**src/rtl/gray_pkg.sv**
```systemverilog
// Shared types and default widths for the Gray step decoder and its helpers.
package gray_pkg;

    localparam int GRAY_WIDTH_DEF     = 4;
    localparam int GRAY_ERR_CNT_W_DEF = 8;

    typedef enum logic {
        UNSYNC = 1'b0,
        TRACK  = 1'b1
    } gray_state_e;

    typedef struct packed {
        logic up;
        logic dn;
        logic err;
        logic wrap;
    } step_flags_t;

endpackage

```
**src/rtl/gray_step_decoder_if.sv**
```systemverilog
// Sample-in / decode-out bundle for gray_step_decoder; slave side is the decoder.
interface gray_step_decoder_if #(
    parameter int WIDTH     = 4,
    parameter int ERR_CNT_W = 8
);
    logic [WIDTH-1:0]     gray_in;
    logic                 in_valid;
    logic                 resync;
    logic [WIDTH-1:0]     bin_out;
    logic                 out_valid;
    logic                 step_up;
    logic                 step_dn;
    logic                 step_err;
    logic                 wrap;
    logic                 synced;
    logic [ERR_CNT_W-1:0] err_count;

    modport slave (
        input  gray_in, in_valid, resync,
        output bin_out, out_valid, step_up, step_dn, step_err, wrap, synced, err_count
    );

    modport master (
        output gray_in, in_valid, resync,
        input  bin_out, out_valid, step_up, step_dn, step_err, wrap, synced, err_count
    );
endinterface

```
**src/rtl/gray2bin.sv**
```systemverilog
// Combinational Gray-to-binary converter: each binary bit is the XOR of all Gray bits at or above it.
module gray2bin #(
    parameter int WIDTH = 4
) (
    input  logic [WIDTH-1:0] gray_i,
    output logic [WIDTH-1:0] bin_o
);
    always_comb begin
        bin_o = '0;
        for (int i = 0; i < WIDTH; i++) begin
            bin_o[i] = ^(gray_i >> i);
        end
    end
endmodule

```
**src/rtl/gray_step_decoder.sv**
```systemverilog
// Two-stage Gray count decoder with step/wrap/error classification.
// Define GRAY_ERR_CNT_EN to build the saturating step-error counter; otherwise err_count is tied 0.
module gray_step_decoder
    import gray_pkg::*;
#(
    parameter int WIDTH     = GRAY_WIDTH_DEF,
    parameter int ERR_CNT_W = GRAY_ERR_CNT_W_DEF
) (
    input  logic                clk,
    input  logic                rst,
    gray_step_decoder_if.slave  bus
);
    localparam logic [WIDTH-1:0] ONE  = WIDTH'(1);
    localparam logic [WIDTH-1:0] ALL1 = '1;

    logic              s1_vld_q;
    logic [WIDTH-1:0]  s1_gray_q;
    logic [WIDTH-1:0]  cur_bin;
    logic [WIDTH-1:0]  prev_q;
    logic [WIDTH-1:0]  delta;
    logic              s2_take;
    gray_state_e       state_q, state_d;
    logic              out_valid_q, out_valid_d;
    step_flags_t       flags_q, flags_d;

    // Stage 1: resync squashes a sample arriving in the same cycle.
    always_ff @(posedge clk) begin
        if (!rst) begin
            s1_vld_q  <= 1'b0;
            s1_gray_q <= '0;
        end else begin
            s1_vld_q <= bus.in_valid && !bus.resync;
            if (bus.in_valid) s1_gray_q <= bus.gray_in;
        end
    end

    gray2bin #(.WIDTH(WIDTH)) u_gray2bin (
        .gray_i (s1_gray_q),
        .bin_o  (cur_bin)
    );

    // Resync also drops whatever is sitting in stage 1.
    assign s2_take = s1_vld_q && !bus.resync;
    assign delta   = cur_bin - prev_q;

    always_ff @(posedge clk) begin
        if (!rst) state_q <= UNSYNC;
        else      state_q <= state_d;
    end

    always_comb begin
        state_d = state_q;
        if (bus.resync)                       state_d = UNSYNC;
        else if (s2_take && state_q == UNSYNC) state_d = TRACK;
    end

    always_comb begin
        out_valid_d = s2_take;
        flags_d     = '0;
        if (s2_take && state_q == TRACK) begin
            if (delta == ONE) begin
                flags_d.up   = 1'b1;
                flags_d.wrap = (prev_q == ALL1);
            end else if (delta == ALL1) begin
                flags_d.dn   = 1'b1;
                flags_d.wrap = (prev_q == '0);
            end else if (delta != '0) begin
                flags_d.err  = 1'b1;
            end
        end
    end

    // Stage 2 registers; prev doubles as the held bin_out.
    always_ff @(posedge clk) begin
        if (!rst) begin
            out_valid_q <= 1'b0;
            flags_q     <= '0;
            prev_q      <= '0;
        end else begin
            out_valid_q <= out_valid_d;
            flags_q     <= flags_d;
            if (s2_take) prev_q <= cur_bin;
        end
    end

`ifdef GRAY_ERR_CNT_EN
    logic [ERR_CNT_W-1:0] err_cnt_q, err_cnt_d;

    always_comb begin
        err_cnt_d = err_cnt_q;
        if (flags_d.err && err_cnt_q != '1) err_cnt_d = err_cnt_q + 1'b1;
    end

    always_ff @(posedge clk) begin
        if (!rst) err_cnt_q <= '0;
        else      err_cnt_q <= err_cnt_d;
    end

    assign bus.err_count = err_cnt_q;
`else
    assign bus.err_count = {ERR_CNT_W{1'b0}};
`endif

    assign bus.bin_out   = prev_q;
    assign bus.out_valid = out_valid_q;
    assign bus.step_up   = flags_q.up;
    assign bus.step_dn   = flags_q.dn;
    assign bus.step_err  = flags_q.err;
    assign bus.wrap      = flags_q.wrap;
    assign bus.synced    = (state_q == TRACK);

endmodule

```
**src/flat_wrapper.sv**
```systemverilog
// flat-port wrapper written by rule: the top's interface ports become plain ports
module gray_step_decoder_flat import gray_pkg::*;
#(
    parameter int WIDTH     = GRAY_WIDTH_DEF,
    parameter int ERR_CNT_W = GRAY_ERR_CNT_W_DEF
)
  (clk, rst, bus_gray_in, bus_in_valid, bus_resync, bus_bin_out, bus_out_valid, bus_step_up, bus_step_dn, bus_step_err, bus_wrap, bus_synced, bus_err_count);
  gray_step_decoder_if #(.WIDTH(WIDTH), .ERR_CNT_W(ERR_CNT_W)) bus_i ();
  input  logic clk;
  input  logic rst;
  input wire logic [$bits(bus_i.gray_in)-1:0] bus_gray_in;
  input wire logic [$bits(bus_i.in_valid)-1:0] bus_in_valid;
  input wire logic [$bits(bus_i.resync)-1:0] bus_resync;
  output wire logic [$bits(bus_i.bin_out)-1:0] bus_bin_out;
  output wire logic [$bits(bus_i.out_valid)-1:0] bus_out_valid;
  output wire logic [$bits(bus_i.step_up)-1:0] bus_step_up;
  output wire logic [$bits(bus_i.step_dn)-1:0] bus_step_dn;
  output wire logic [$bits(bus_i.step_err)-1:0] bus_step_err;
  output wire logic [$bits(bus_i.wrap)-1:0] bus_wrap;
  output wire logic [$bits(bus_i.synced)-1:0] bus_synced;
  output wire logic [$bits(bus_i.err_count)-1:0] bus_err_count;
  assign bus_i.gray_in = bus_gray_in;
  assign bus_i.in_valid = bus_in_valid;
  assign bus_i.resync = bus_resync;
  assign bus_bin_out = bus_i.bin_out;
  assign bus_out_valid = bus_i.out_valid;
  assign bus_step_up = bus_i.step_up;
  assign bus_step_dn = bus_i.step_dn;
  assign bus_step_err = bus_i.step_err;
  assign bus_wrap = bus_i.wrap;
  assign bus_synced = bus_i.synced;
  assign bus_err_count = bus_i.err_count;
  gray_step_decoder #(.WIDTH(WIDTH), .ERR_CNT_W(ERR_CNT_W)) u_core (.clk(clk), .rst(rst), .bus(bus_i));
endmodule
```
**config.mk**
```make
export PLATFORM = sky130hd
export DESIGN_NAME = gray_step_decoder_flat
export DESIGN_NICKNAME = d
export VERILOG_FILES = /design/src/rtl/gray_pkg.sv /design/src/rtl/gray_step_decoder_if.sv /design/src/rtl/gray2bin.sv /design/src/rtl/gray_step_decoder.sv /design/src/flat_wrapper.sv
export SDC_FILE = /design/constraint.sdc
export NUM_CORES = 1
export LEC_CHECK = 0
export CORE_MARGIN = 3
export CORE_UTILIZATION = 39
export CTS_CLUSTER_DIAMETER = 50
export DETAILED_ROUTE_END_ITERATION = 16
export HOLD_SLACK_MARGIN = 0.05
export PLACE_DENSITY = 0.77
export SLEW_MARGIN = 20
export SYNTH_ARGS = -nofsm -noshare
export SYNTH_HDL_FRONTEND = slang
export SYNTH_SLANG_ARGS = --single-unit
```
**constraint.sdc**
```tcl
create_clock -name clk -period 2.9 [get_ports clk]
set_clock_uncertainty 0.1 [all_clocks]
set_input_delay 0.435 -clock clk [delete_from_list [all_inputs] [get_ports clk]]
set_output_delay 0.435 -clock clk [all_outputs]
set_load 0.01 [all_outputs]
```
==> results of run 1 <==
[cell usage in the layout, fill, tap and decap left out, types with 2 or more instances in the layout]
| cell | n |
|---|---|
| dfxtp_1 | 13 |
| nand2_1 | 6 |
| o211a_1 | 2 |
| nor2_1 | 2 |
| dfxtp_2 | 2 |
| clkdlybuf4s50_1 | 17 |
| clkbuf_4 | 3 |
| xnor2_2 | 3 |
| mux2i_1 | 7 |
| xnor2_1 | 3 |
| nand4_1 | 2 |
| conb_1 | 8 |
| and3_1 | 2 |
| nor2b_1 | 8 |
| and2_1 | 2 |
| buf_4 | 2 |
| inv_1 | 2 |
| ha_1 | 2 |
[layer usage]
metal	global-route usage	wire, um	vias up
li1	-	-	299
met1	0.137	578	279
met2	0.230	739	20
met3	0.0356	71	0
met4	0.0538	0	0
met5	0	0	-
[worst max-delay path, delay by kind of cell, from the launching register on]
| family | cells | cell delay [ns] |
|---|---|---|
| xor+xnor | 5 | 0.86 |
| fa+ha+maj | 2 | 0.63 |
| flops | 1 | 0.37 |
| mux | 1 | 0.13 |
| simple gates | 2 | 0.59 |
[report_power, final]
part	switching, mW	internal [mW]	leakage (nW)
sequential	0.00738	0.212	0.123
combinational	0.0500	0.0508	0.270
clock	0.0702	0.0512	0.0177
total	0.128	0.314	0.410
[kinds of logic after synthesis]
family | count (synthesis) | share of synthesized area
AO/OA/AOI/OAI | 6 | 0.0577
XOR/XNOR | 6 | 0.0673
flip-flops | 15 | 0.385
AND/OR/NAND/NOR | 31 | 0.236
adder cells (fa/ha/maj) | 3 | 0.0577
buffers and inverters | 13 | 0.103
other | 1 | 0.00480
multiplexers | 7 | 0.0897
[cell type report]
type	count	share of cell area
clock buffers	3	0.0224
flip-flops and latches	15	0.302
repair buffers	19	0.185
well taps	25	0.0312
multi-input cells	61	0.448
inverters	2	0.00748
clock inverters	1	0.00499
[metrics by stage]
stage	setup WS, ns	setup TNS [ns]	instances	utilization	power [mW]
floorplan	0.190	0	89	-	0.296
global placement	0.216	0	122	0.528	0.314
detailed placement	0.126	0	122	0.528	0.319
CTS	0.0819	0	126	0.543	0.440
global route	-0.00136	-0.00136	126	0.557	0.471
finish	0.162	0	126	0.557	0.442
[repair_timing]
action | 4_1_cts | 5_1_grt
buffers inserted | 0 | 0
endpoints found under the setup margin | 0 | 1
hold buffers | 0 | 0
gates resized for setup | 0 | 5
[worst paths after layout]
check | from | end | slack (ns) | depth (start not counted)
setup / recovery | u_core.s1_gray_q[3] | u_core.bus.wrap | 0.16 | 10
setup reg to reg | u_core.s1_gray_q[3] | u_core.bus.wrap | 0.16 | 10
hold / removal | u_core.s1_vld_q | u_core.bus.synced | 0.40 | 1
hold reg to reg | u_core.s1_vld_q | u_core.bus.synced | 0.40 | 1
==> summary.md, run 1 <==
| Metric | Value |
|---|---|
| Syn Inst Count | `82` |
| Hold Vio Cnt, Final | `0` |
| Main synth FF type | `dfxtp_1` |
| Share of cells above drive strength 1 | `0.119` |
| Worst skew pair latency | `about 0.28 ns` |
| HPWL after DPL | `about 1.1 mm` |
| Htree depth | `1` |
| Run status | `completed` |
| I/O Pins | `26` |
| Lkg Pwr | `0.410 nW` |
| Largest net degree at the start of global routing | `10` |
| Vias per inst | `~4.7` |
| Cell variety after synth | `30` |
| Syn_area_per_cell | `9.52 um2` |
| Area Overhead vs Synth | `28.5%` |
| Count of state elements after synthesis | `15` |
| DIE HEIGHT | `50.7 um` |
| Power density over cell area | `440 nW/um2` |
| Worst Path Max Fanout | `5` |
| Final Max Slew Viols | `0` |
| DR WL/cell | `11.0 um` |
| Post-DP Area | `951 um2` |
| Initial DRC count | `6` |
| TritonCTS clock tree | `done` |
| DRC | `0` |
| Crit Path Category | `register to register` |
| Cell chain of the critical path | `xnor2_2 -> xnor2_1 -> xnor2_1 -> ha_1 -> fa_1 -> xnor2_2 -> xnor2_2 -> nand2_1 -> or4_1 -> mux2i_1` |
| Starting Density | `0.433` |
| Most frequent cell after synthesis | `dfxtp_1` |
| Final #Nets | `113` |
| Num rows | `15` |
| VDD IR max | `0.000251 V` |
| Port buffer count | `17` |
| RD Place Congestion | `0.815` |
| Vias in the first global route | `609` |
| Slowest-stage cell, CP | `or4_1` |
| Fin area | `approximately 1000 um2` |
| GR Overflow Total | `0` |
| First-pass GRT wire length | `2.52 mm` |
| Filler cell count | `167` |
| Worst-Margin Slew | `0.507 ns` |
| Total track usage | `0.128` |
| Total routed wirelength | `1.39 mm` |
| Die width | `50.7 um` |
| Antenna-violating nets left | `0` |
| Critical Path End Type | `register` |
| Initial antenna violation count | `0` |
| CP Data Required Time | `3.02 ns` |
| Maximum clock frequency | `about 0.37 GHz` |
| Area of the core | `between 1500 and 2000 um2` |
| Total clock sinks | `15` |
| Fin crit period | `2.74 ns` |
| Post-synthesis sequential area ratio | `0.385` |
| Slew margin rel. | `0.661` |
| Via Count | `598` |
| Max Cap Viol | `0` |
| Synth area leaders | `dfxtp_1 (38%), mux2i_1 (9.0%), buf_4 (7.7%)` |
| Hold_ws | `0.396 ns` |
| Crit path largest cell delay | `~0.48 ns` |
| Register area | `303 um2` |
| Top-area cell type share of the netlist area | `0.385` |
| Multi-input logic area | `around 450 um2` |
| EDFF count, synth | `0` |
| Setup violations, final | `0` |
| Top post-synthesis cells by count | `dfxtp_1 (15), buf_4 (8), nor2b_1 (8)` |
| Worst Path Arrival | `2.86 ns` |
| YS warnings | `0` |
| # diodes | `0` |
| Root buf cell | `clkbuf_4` |
| CP Launch Type | `register` |
| CTS buffer count | `3` |
| Post-Syn Area | `slightly below 800 um2` |
| Fraction of the cycle the final worst path needs | `0.944` |
| Longest Clk Path Bufs | `2` |
| CTS clk-pin slew, worst paths | `0.10 ns` |
| First drt pass iteration count | `4` |
| Most used cell, CP | `xnor2_2` |
| Die area | `around 2600 um2` |
| Worst Hold Class | `register to register` |
| Area leader, netlist | `dfxtp_1` |
| Post-synth ARST share | `0` |
Power figures use the tool's default switching activity.
==> run 2: changes to the inputs <==
--- a/config.mk
+++ b/config.mk
@@ -5,7 +5,8 @@
 export SDC_FILE = /design/constraint.sdc
 export NUM_CORES = 1
 export LEC_CHECK = 0
-export CORE_MARGIN = 3
+export ABC_CLOCK_PERIOD_IN_PS = 2900
+export CORE_MARGIN = 5
 export CORE_UTILIZATION = 39
 export CTS_CLUSTER_DIAMETER = 50
 export DETAILED_ROUTE_END_ITERATION = 16
==> summary.md, run 2 (synthesis results as in run 1) <==
| Metric | Value |
|---|---|
| Antenna-violating nets left | `0 (unchanged)` |
| Crit Path Category | `register to register` |
| Filler cell count | `185 (+11%)` |
| Vias in the first global route | `575 (-5.6%)` |
| Dpl cells | `124 (+1.6%)` |
| Initial DRC count | `3 (-3)` |
| Unrepaired setup endpoints after global routing | `false` |
| Final Max Slew Viols | `0 (unchanged)` |
| Total clock sinks | `15 (unchanged)` |
| Commonest non-fill, non-tap cell in the layout | `clkdlybuf4s50_1` |
| Worst skew pair latency | `0.28 ns (about the same)` |
| Area Overhead vs Synth | `30.1%` |
| Max Cap Viol | `0 (unchanged)` |
| Die width | `54.7 um (+7.9%)` |
| CP Launch Type | `register` |
| VDD IR max | `0.000254 V (+1.0%)` |
| Starting Density | `0.402 (-0.0313)` |
| Lkg Pwr | `0.412 nW (+0.57%)` |
| DRC | `0 (unchanged)` |
| Fin crit period | `2.71 ns (-0.0245 ns)` |
| Most frequent cells in the layout | `clkdlybuf4s50_1 (17), dfxtp_1 (13), nor2b_1 (8), conb_1 (8), mux2i_1 (7)` |
| Via Count | `587 (-1.8%)` |
| Total routed wirelength | `1.41 mm (+1.4%)` |
| Fraction of the cycle the final worst path needs | `0.936 (-0.00846)` |
| HPWL after DPL | `1.13 mm (+7.8%)` |
| Power density over cell area | `430 nW/um2 (-2.2%)` |
| Hold buffer count at cts | `0 (unchanged)` |
| Total track usage | `0.112 (-0.0159)` |
| Largest net degree at the start of global routing | `10 (unchanged)` |
| Critical Path End Type | `register` |
| DIE HEIGHT | `54.7 um (+7.9%)` |
| TritonCTS clock tree | `done` |
| Share of cells above drive strength 1 | `0.108 (-0.0110)` |
| Htree depth | `1 (unchanged)` |
| Worst Hold Class | `register to register` |
| Final #Nets | `114 (+0.88%)` |
| Cell Count, Final, Fillers Out | `129 (+2.4%)` |
| Total Power | `0.437 mW (-1.0%)` |
| Vias per inst | `4.55 (-4.1%)` |
| Hold Vio Cnt, Final | `0 (unchanged)` |
| Initial antenna violation count | `0 (unchanged)` |
| Area of the core | `1940 um2 (+7.8%)` |
| Num rows | `16 (+1)` |
| CTS buffer count | `3 (unchanged)` |
| Worst Path Max Fanout | `5 (unchanged)` |
| First drt pass iteration count | `3 (-1)` |
| Run status | `completed` |
| Fin util | `0.523 (-0.0337)` |
| First-pass GRT wire length | `2.40 mm (-4.6%)` |
| CTS clk-pin slew, worst paths | `0.08 ns (-0.02 ns)` |
| GR Overflow Total | `0 (unchanged)` |
| I/O Pins | `26 (unchanged)` |
| Worst-Margin Slew | `0.513 ns (+0.00605 ns)` |
| DR WL/cell | `10.9 um (-0.99%)` |
| Root buf cell | `clkbuf_4` |
| TNS Setup | `0 ns (unchanged)` |
| Setup violations, final | `0 (unchanged)` |
| Worst Path Arrival | `2.83 ns (-0.03 ns)` |
| Register area | `303 um2 (unchanged)` |
| RD Place Congestion | `0.789 (-3.2%)` |
| # diodes | `0 (unchanged)` |
| Multi-input logic area | `453 um2 (+0.84%)` |
| CP Data Required Time | `3.01 ns (about the same)` |
| Die area | `3000 um2 (+16%)` |
| Port buffer count | `17 (unchanged)` |
| Slew margin rel. | `0.657 (-0.00404)` |
| Longest Clk Path Bufs | `2 (unchanged)` |
| Maximum clock frequency | `0.369 GHz (+0.90%)` |
| Hold_ws | `0.392 ns (-0.00348 ns)` |
## run 2: per-layer routing
metal  vias to the layer above  share of wire  track usage
li1                        302              -            -
met1                       260           0.40        0.120
met5                         -              0            0
met2                        20           0.50        0.193
met3                         5          0.082       0.0409
met4                         0          0.016       0.0498
## run 2: area by class of cell
| cell class | count | share of cell area |
|---|---|---|
| well taps | 27 | 0.0333 |
| clock buffers | 4 | 0.0259 |
| multi-input cells | 61 | 0.446 |
| flip-flops and latches | 15 | 0.298 |
| inverters | 2 | 0.00739 |
| repair buffers | 20 | 0.190 |
## run 2: timing repair
item                       CTS  global route
setup buffers                0             1
resized for setup            1             4
pin swaps                    0             1
setup endpoints to repair    1             1
## run 2: final timing paths
path | startpoint | end | slack, ns | cells after the start
max | u_core.s1_gray_q[3] | u_core.bus.wrap | 0.19 | 10
min | u_core.s1_vld_q | u_core.bus.synced | 0.39 | 1
max reg2reg | u_core.s1_gray_q[3] | u_core.bus.wrap | 0.19 | 10
min reg2reg | u_core.s1_vld_q | u_core.bus.synced | 0.39 | 1
## run 2: worst max-delay path: stages, from the launching register on
cell	delay, ns
dfxtp_2	0.38
xnor2_4	0.17
xnor2_2	0.15
xnor2_1	0.14
ha_1	0.21
fa_1	0.40
xnor2_1	0.18
xnor2_1	0.16
nand2_1	0.12
or4_1	0.49
mux2i_1	0.14
## run 2: through the flow
stage               instance area (um2)  setup slack [ns]
floorplan                           807             0.190
global placement                    953             0.137
detailed placement                  953            0.0110
CTS                                 987            0.0426
global route                       1020           0.00340
finish                             1020             0.187
## run 2: where the power goes
part	total, mW	internal (mW)	leakage, nW	switching, mW
sequential	0.221	0.212	0.123	0.00853
combinational	0.101	0.0523	0.275	0.0487
clock	0.116	0.0533	0.0150	0.0623
total	0.437	0.318	0.412	0.120
